==> src/rtl/fp16_mult_norm_round.sv <==
// FP16 multiply back end: normalise the 22b mantissa product, round to nearest-even, pack binary16 + flags.
// Latency: 2 cycles (normalise register, then round/pack register); 1 beat per cycle sustained.
// Backpressure: out_ready stalls stage 2, which stalls stage 1; in_ready is the combinational advance of stage 1.
module fp16_mult_norm_round #(
  parameter int BIAS  = 15,
  parameter int EXP_W = 5,
  parameter int MAN_W = 10
) (
  input  logic                       clk,
  input  logic                       rst_n,
  input  logic                       in_valid,
  output logic                       in_ready,
  input  logic [2*(MAN_W+1)-1:0]     in_product,
  input  logic                       in_sign_a,
  input  logic                       in_sign_b,
  input  logic [EXP_W-1:0]           in_exp_a,
  input  logic [EXP_W-1:0]           in_exp_b,
  input  logic                       in_zero,
  input  logic                       in_inf,
  input  logic                       in_nan,
  output logic                       out_valid,
  input  logic                       out_ready,
  output logic [EXP_W+MAN_W:0]       out_result,
  output logic                       out_overflow,
  output logic                       out_underflow,
  output logic                       out_inexact,
  output logic                       out_invalid
);

  localparam int PROD_W = 2 * (MAN_W + 1);
  // Internal exponent is wide enough to hold exp_a + exp_b - BIAS + 2 as a signed value.
  localparam int XW     = EXP_W + 3;
  localparam int RES_W  = EXP_W + MAN_W + 1;

  localparam logic [XW-1:0]    BIAS_X   = XW'(BIAS);
  localparam logic [XW-1:0]    EXP_MAX  = XW'((1 << EXP_W) - 1);
  localparam logic [XW-1:0]    EXP_ZERO = '0;
  localparam logic [EXP_W-1:0] EXP_ONES = '1;
  localparam logic [MAN_W-1:0] FRAC_Z   = '0;
  localparam logic [RES_W-1:0] QNAN     = {1'b0, EXP_ONES, 1'b1, {(MAN_W-1){1'b0}}};

  // Stage-1 payload: normalised but unrounded value plus the special-operand flags.
  typedef struct packed {
    logic             sign;
    logic [XW-1:0]    exp;
    logic [MAN_W-1:0] frac;
    logic             guard;
    logic             sticky;
    logic             zero;
    logic             inf;
    logic             nan;
  } norm_t;

  // Stage-2 payload: packed result and exception flags as presented downstream.
  typedef struct packed {
    logic [RES_W-1:0] result;
    logic             overflow;
    logic             underflow;
    logic             inexact;
    logic             invalid;
  } res_t;

  logic adv1;
  logic adv2;

  logic  s1_vld_q,  s1_vld_d;
  norm_t s1_dat_q,  s1_dat_d;
  logic  out_vld_q, out_vld_d;
  res_t  out_dat_q, out_dat_d;

  norm_t norm_new;
  res_t  res_new;

  // Rounding intermediates (stage 2).
  logic             round_up;
  logic             frac_carry;
  logic [MAN_W-1:0] frac_rnd;
  logic [XW-1:0]    exp_rnd;

  // Pipeline advance: a stage moves when it is empty or its consumer moves.
  always_comb begin
    adv2     = !out_vld_q || out_ready;
    adv1     = !s1_vld_q || adv2;
    in_ready = adv1;
  end

  // Stage 1: product sign, exponent sum and normalisation of the 1.x / 2.x mantissa.
  always_comb begin
    norm_new      = '0;
    norm_new.sign = in_sign_a ^ in_sign_b;
    // A product in [2,4) sets the top bit and bumps the exponent by one.
    norm_new.exp  = XW'(in_exp_a) + XW'(in_exp_b) - BIAS_X + XW'(in_product[PROD_W-1]);
    if (in_product[PROD_W-1]) begin
      norm_new.frac   = in_product[PROD_W-2 -: MAN_W];
      norm_new.guard  = in_product[PROD_W-2-MAN_W];
      norm_new.sticky = |in_product[PROD_W-3-MAN_W:0];
    end else begin
      norm_new.frac   = in_product[PROD_W-3 -: MAN_W];
      norm_new.guard  = in_product[PROD_W-3-MAN_W];
      norm_new.sticky = |in_product[PROD_W-4-MAN_W:0];
    end
    norm_new.zero = in_zero;
    norm_new.inf  = in_inf;
    norm_new.nan  = in_nan;
  end

  // Stage-1 register next state: load on accept, otherwise hold.
  always_comb begin
    s1_vld_d = s1_vld_q;
    s1_dat_d = s1_dat_q;
    if (adv1) begin
      s1_vld_d = in_valid;
      if (in_valid) begin
        s1_dat_d = norm_new;
      end
    end
  end

  // Stage 2: round to nearest-even; a fraction carry-out leaves frac at zero and bumps the exponent.
  always_comb begin
    round_up               = s1_dat_q.guard && (s1_dat_q.sticky || s1_dat_q.frac[0]);
    {frac_carry, frac_rnd} = {1'b0, s1_dat_q.frac} + {{MAN_W{1'b0}}, round_up};
    exp_rnd                = s1_dat_q.exp + XW'(frac_carry);
  end

  // Stage 2: exception priority and binary16 packing; the mantissa path is ignored for specials.
  always_comb begin
    res_new = '0;
    if (s1_dat_q.nan || (s1_dat_q.inf && s1_dat_q.zero)) begin
      res_new.result  = QNAN;
      res_new.invalid = 1'b1;
    end else if (s1_dat_q.inf) begin
      res_new.result = {s1_dat_q.sign, EXP_ONES, FRAC_Z};
    end else if (s1_dat_q.zero) begin
      res_new.result = {s1_dat_q.sign, {(RES_W-1){1'b0}}};
    end else if ($signed(exp_rnd) >= $signed(EXP_MAX)) begin
      res_new.result   = {s1_dat_q.sign, EXP_ONES, FRAC_Z};
      res_new.overflow = 1'b1;
      res_new.inexact  = 1'b1;
    end else if ($signed(exp_rnd) <= $signed(EXP_ZERO)) begin
      // No subnormals: anything below the smallest normal flushes to signed zero.
      res_new.result    = {s1_dat_q.sign, {(RES_W-1){1'b0}}};
      res_new.underflow = 1'b1;
      res_new.inexact   = 1'b1;
    end else begin
      res_new.result  = {s1_dat_q.sign, exp_rnd[EXP_W-1:0], frac_rnd};
      res_new.inexact = s1_dat_q.guard || s1_dat_q.sticky;
    end
  end

  // Output register next state: load when stage 2 advances with a valid beat, otherwise hold stable.
  always_comb begin
    out_vld_d = out_vld_q;
    out_dat_d = out_dat_q;
    if (adv2) begin
      out_vld_d = s1_vld_q;
      if (s1_vld_q) begin
        out_dat_d = res_new;
      end
    end
  end

  // Stage-1 state; reset discards any in-flight beat.
  always_ff @(posedge clk or negedge rst_n) begin
    if (!rst_n) begin
      s1_vld_q <= 1'b0;
      s1_dat_q <= '0;
    end else begin
      s1_vld_q <= s1_vld_d;
      s1_dat_q <= s1_dat_d;
    end
  end

  // Output state; reset clears valid, result and flags.
  always_ff @(posedge clk or negedge rst_n) begin
    if (!rst_n) begin
      out_vld_q <= 1'b0;
      out_dat_q <= '0;
    end else begin
      out_vld_q <= out_vld_d;
      out_dat_q <= out_dat_d;
    end
  end

  // Drive ports straight from the output register.
  always_comb begin
    out_valid     = out_vld_q;
    out_result    = out_dat_q.result;
    out_overflow  = out_dat_q.overflow;
    out_underflow = out_dat_q.underflow;
    out_inexact   = out_dat_q.inexact;
    out_invalid   = out_dat_q.invalid;
  end

endmodule

==> config.mk <==
export PLATFORM = sky130hd
export DESIGN_NAME = fp16_mult_norm_round
export DESIGN_NICKNAME = d
export VERILOG_FILES = /design/src/rtl/fp16_mult_norm_round.sv
export SDC_FILE = /design/constraint.sdc
export NUM_CORES = 1
export LEC_CHECK = 0
export BUFFER_PORTS_ARGS = -buffer_cell sky130_fd_sc_hd__buf_4
export CORE_MARGIN = 2
export CORE_UTILIZATION = 58
export CTS_CLUSTER_SIZE = 25
export DETAILED_ROUTE_END_ITERATION = 7
export PLACE_DENSITY = 0.85
export SLEW_MARGIN = 20
export SYNTH_ARGS = -nofsm -noshare
export SYNTH_HDL_FRONTEND = slang
export SYNTH_SLANG_ARGS = --single-unit
==> constraint.sdc <==
create_clock -name clk -period 5.5 [get_ports clk]
set_clock_uncertainty 0.1 [all_clocks]
set_input_delay 1.1 -clock clk [delete_from_list [all_inputs] [get_ports clk]]
set_output_delay 1.1 -clock clk [all_outputs]
set_load 0.005 [all_outputs]
## Word-level counts from Yosys, hierarchy flattened

Index checks and enable logic that the tools add are counted.

- Register bits after elaboration: 46
- Bits of input ports: 41
- Output and inout bits: 22

- $add $sub $neg: 5
- Magnitude comparators: 2
- Muxes and demuxes: 15
- Bitwise operators: 1
- Reductions and logical operators: 13

Operator list:

| kind | number |
|---|---|
| 15-bit two-way mux | 4 |
| 16-bit two-way mux | 1 |
| 12-bit two-way mux | 1 |
| 10-bit by 1-bit adder with 11-bit output | 1 |
| 10-bit OR reduction | 1 |
| 3-bit two-way mux | 3 |
| 9-bit OR reduction | 1 |
| 7-bit by 2-bit adder with 8-bit output | 1 |
| 8-bit by 1-bit adder with 8-bit output | 1 |
| 8-bit by 6-bit greater-or-equal comparator with 1-bit output, second input constant | 1 |
| 8-bit by 1-bit less-or-equal comparator with 1-bit output, second input constant | 1 |
| 6-bit by 4-bit subtractor with 7-bit output, second input constant | 1 |
| 5-bit by 5-bit adder with 6-bit output | 1 |
| 1-bit two-way mux | 6 |
| 1-bit logical OR | 5 |
| 2-bit AND reduction | 2 |
| 1-bit logical AND | 2 |
| 1-bit zero test | 2 |
| 1-bit bitwise XOR | 1 |

## Depth between registers and ports, before layout

- Depth after elaboration: 10
- Depth in mapped cells: 15
- Gate-level depth less buffers: 14

## Least setup slack after synthesis

OpenSTA, ideal clock, no wires.

- Kind: input-to-reg
- From: input in_exp_a[1]
- To: register s1_dat_q[21] (netlist name)
- Library setup time: 0.136 ns
- Data arrival time: 3.066 ns
- Setup slack: 2.198 ns
- Stages: 9
- Cells stage by stage: ha_1 -> ha_1 -> inv_1 -> fa_1 -> xor2_1 -> or3b_2 -> nor4_1 -> xnor2_1 -> o21ai_0

- Longest elaborated chain between the ends: 3

Ends and longest elaborated chain:

| what | line | RTL |
|---|---|---|
| start: declaration | 16 | `input logic [EXP_W-1:0] in_exp_a,` |
| 5-bit by 5-bit adder with 6-bit output | 92 | `norm_new.exp = XW'(in_exp_a) + XW'(in_exp_b) - BIAS_X + XW'(in_product[PROD_W-1]);` |
| 6-bit by 4-bit subtractor with 7-bit output | 92 |  |
| 7-bit by 2-bit adder with 8-bit output | 92 |  |
| end signal: assignment | 170 | `s1_dat_q <= s1_dat_d;` |
| end: declaration | 67 | `norm_t s1_dat_q, s1_dat_d;` |

No other way between the ends.
A chain may end at the register's enable or synchronous reset.

## Worst setup path in the final report

- From: register s1_dat_q[3] (netlist name)
- To: register out_dat_q (netlist bit out_result[7])

- Longest elaborated chain between the ends: 10

Ends and longest elaborated chain:

| what | line | RTL |
|---|---|---|
| 1-bit logical OR (*) | 121 | `round_up = s1_dat_q.guard && (s1_dat_q.sticky \|\| s1_dat_q.frac[0]);` |
| 1-bit logical AND (*) | 121 |  |
| 10-bit by 1-bit adder with 11-bit output (*) | 122 | `{frac_carry, frac_rnd} = {1'b0, s1_dat_q.frac} + {{MAN_W{1'b0}}, round_up};` |
| 8-bit by 1-bit adder with 8-bit output | 123 | `exp_rnd = s1_dat_q.exp + XW'(frac_carry);` |
| 8-bit by 1-bit less-or-equal comparator with 1-bit output | 140 | `end else if ($signed(exp_rnd) <= $signed(EXP_ZERO)) begin` |
| 15-bit two-way mux | 140 |  |
| 15-bit two-way mux (*) | 136 | `end else if ($signed(exp_rnd) >= $signed(EXP_MAX)) begin` |
| 15-bit two-way mux (*) | 134 | `end else if (s1_dat_q.zero) begin` |
| 15-bit two-way mux (*) | 132 | `end else if (s1_dat_q.inf) begin` |
| 16-bit two-way mux (*) | 129 | `if (s1_dat_q.nan \|\| (s1_dat_q.inf && s1_dat_q.zero)) begin` |
| end signal: assignment | 181 | `out_dat_q <= out_dat_d;` |
| end: declaration | 69 | `res_t out_dat_q, out_dat_d;` |

Mark *: on every way between the ends. The rest lies on a longest branch, timed or not.

==> summary.md <==
| Metric | Value |
|---|---|
| Async SR Flop Fraction | 100.0% |
| CP max FO | 9 |
| Vias in the first global route | approximately 2.1k |
| Clk_lat worst skew | about 300 ps |
| Core area | roughly 4400 um^2 |
| GPL Wtd Cong | around 0.84 |
| Starting density of the core | around 61% |
| Nets@finish | 397 |
| Setup Buffers After CTS | 0 |
| CP Class | register to register |
| Fin area | 3306 um^2 |
| Gate Count Post-Synth | about 280 |
| DR iter-0 viols | 60 |
| DP Cell Count | 385 |
| YS warnings | 0 |
| CTS Buf Count | 5 |
| Boundary Pins | 63 |
| Clock sink total | 46 |
| Post-synth cell types | between 40 and 50 |
| Syn nets | approximately 340 |
| Die span in x | between 70 and 80 um |
| Predominant post-synthesis flop cell | dfrtp_1 |
| Area occupied by multi-input gates | 1450 um^2 |
| HPWL Detailed | approximately 4 mm |
| Data arrival, critical path | 3860 ps |
| Post_cts resized | 0 |
| Worst Max-Slew Pin Slew | about 560 ps |
| Maximum clock frequency | 268.1 MHz |
| DR WL/cell | around 13 um |
| Routed vias | 2,177 |
| Mean Syn Cell Area | 9.640 um^2 |
| Crit path time final | ~3700 ps |
| Non-filler instance count after layout | slightly below 400 |
| WL met3 | between 300 and 400 um |
| Synth cell count leaders | dfrtp_1 (46), nand2_1 (39), o21ai_0 (22) |
| Routed wl met2 | ~2.4 mm |
| Status | finished clean |
| Die Ht | 72.34 um |
| Post-place instance area | approximately 3200 um^2 |
| Ant. Diodes | 0 |
| # hold bufs at CTS | 0 |
| Met1 wire length | about 2.3 mm |
| TritonCTS clock tree | yes |
| Ratio of cells with drive above 1 in the final layout | a little over a quarter |
| CTS H-tree lvls | 2 |
| Static leakage | between 1.5 and 2 nW |
| Number of synthesized flops with an enable pin | 0 |
| Post-layout util | 74.89% |
| FF-to-FF setup slack | 1770 ps |
| Final Hold Fails | 0 |
| CP Capture Type | register |
| VDD IR-drop max | 152.0 uV |
| Required time worst endpoint | approximately 5600 ps |
| Vias/cell | roughly 5.5 |
| First-pass GRT wire length | around 9.1 mm |
| Fill cell count | 325 |
| Clock-pin slew on the worst setup and hold paths | ~80 ps |
| Die area | roughly 5200 um^2 |
| Cell Area, Synth | ~2700 um^2 |
| First-pass DRT Iterations | 4 |
| Root buf cell | clkbuf_8 |
| Seq. cell area | about 1200 um^2 |
| Largest net degree at the start of global routing | 47 |
| GR Util All Layers | 22.12% |
| Worst slew margin | a little over three fifths |
| Max capacitance violation total | 0 |
| Unrepaired setup endpoints after global routing | no |
| Fin crit share | approximately two thirds |
| Post-route ant nets | 0 |
| Total grt overflow | 0 |
| Crit start category | register |
| Max Slew Vio Count | 0 |
| Most frequent cell after synthesis | dfrtp_1 |
| Final setup viols | 0 |
| Highest routed layer | met4 |
| Antenna violations before repair | 0 |
| Worst min path class | register to register |
| Synth top area cells | dfrtp_1 (42%), ha_1 (6.9%), nand2_1 (5.4%) |
| Power Density | roughly 290 nW/um^2 |
| Site row count | 24 |
| Seq cells post-synth | between 40 and 50 |
| Final TNS setup | 0 ps |
| Area share of the largest cell type after synthesis | about 42% |
| Synth area leader | dfrtp_1 |
| WL final | around 5.2 mm |
| Sequential fraction of the synthesis area | 42.49% |
| DRC violations left | 0 |
| Area delta synth->final | 22.03% |
| Clk buf depth | 2 |
| Number of buffers added on ports | 62 |
-- routing by layer --
| metal | track usage [%] | vias up |
|---|---|---|
| li1 | - | 1096 |
| met1 | 30.18 | 1006 |
| met2 | 35.47 | 69 |
| met3 | 4.444 | 6 |
| met4 | 7.338 | 0 |
| met5 | 0 | - |
-- critical path, stage by stage (launching register included) --
cell	delay [ps]
dfrtp_1	380
o21a_1	140
ha_1	190
ha_1	210
and3_1	220
nand2_1	70
nor2_1	120
ha_1	280
ha_1	310
nand2_1	130
o21a_1	220
a211oi_2	260
o31a_2	260
or3b_1	580
o21ai_2	210
-- per-stage QoR --
step / hold WS [ps] / total power (W) / worst slack (ps)
after CTS: 390.6 / 0.0009519 / 1745
after global routing: 411.3 / 0.001008 / 1467
final: 387.5 / 0.0009475 / 1770
after floorplan: 350.7 / 0.0006050 / 2198
after global placement: 364.8 / 0.0006958 / 1914
after detailed placement: 371.9 / 0.0007073 / 1748
-- flip-flops by register name, summed over array words and instances (netlist names) --
signal         count
s1_dat_q          24
out_inexact        1
s1_vld_q           1
out_result        16
out_invalid        1
out_overflow       1
out_valid          1
out_underflow      1
-- power by group --
group          total, W  switching [W]  internal (W)
clock          0.000247       0.000112      0.000136
combinational  0.000249       0.000120      0.000130
sequential     0.000451      0.0000620      0.000389
-- path summary, 6_finish.rpt --
check                               from       endpoint  depth (start not counted)
max                          s1_dat_q[3]  out_result[7]                         14
min                        out_result[6]  out_result[6]                          2
max reg2reg                  s1_dat_q[3]  out_result[7]                         14
min reg2reg                out_result[6]  out_result[6]                          2
max in group asynchronous          rst_n   s1_dat_q[20]                          1
min in group asynchronous          rst_n   s1_dat_q[10]                          1
-- cell type report --
class	instances	share of cell area (%)
inverter	15	1.703
timing repair buffer	63	14.31
clock buffer	6	2.195
clock inverter	2	1.136
tap	52	1.968
multi-input combinational	209	43.87
sequential	46	34.82
-- layout by cell type (no fill, tap or decap), types with 2 or more instances in the layout --
cell type,count
xor2_1,11
inv_1,15
nor3_1,2
nor4_1,6
or3_1,2
nand3_1,11
o21ai_2,9
clkbuf_8,5
nor2b_1,4
mux2_2,5
and3_1,4
nor2_1,13
nand3b_1,2
xnor2_1,11
nand2b_1,4
mux2i_1,11
o21ai_0,22
buf_4,63
a211oi_1,5
o21a_1,2
nand2_1,39
o22a_1,3
a21oi_1,7
dfrtp_1,46
a22o_1,2
ha_1,15
-- cell families after synthesis --
group / synth area share [%]
flip-flops: 42.49
multiplexers: 6.143
buffers and inverters: 3.972
AND/OR/NAND/NOR: 17.88
adder cells (fa/ha/maj): 7.667
AO/OA/AOI/OAI: 14.74
XOR/XNOR: 7.113
No activity file was read; power rests on OpenSTA's default activity.
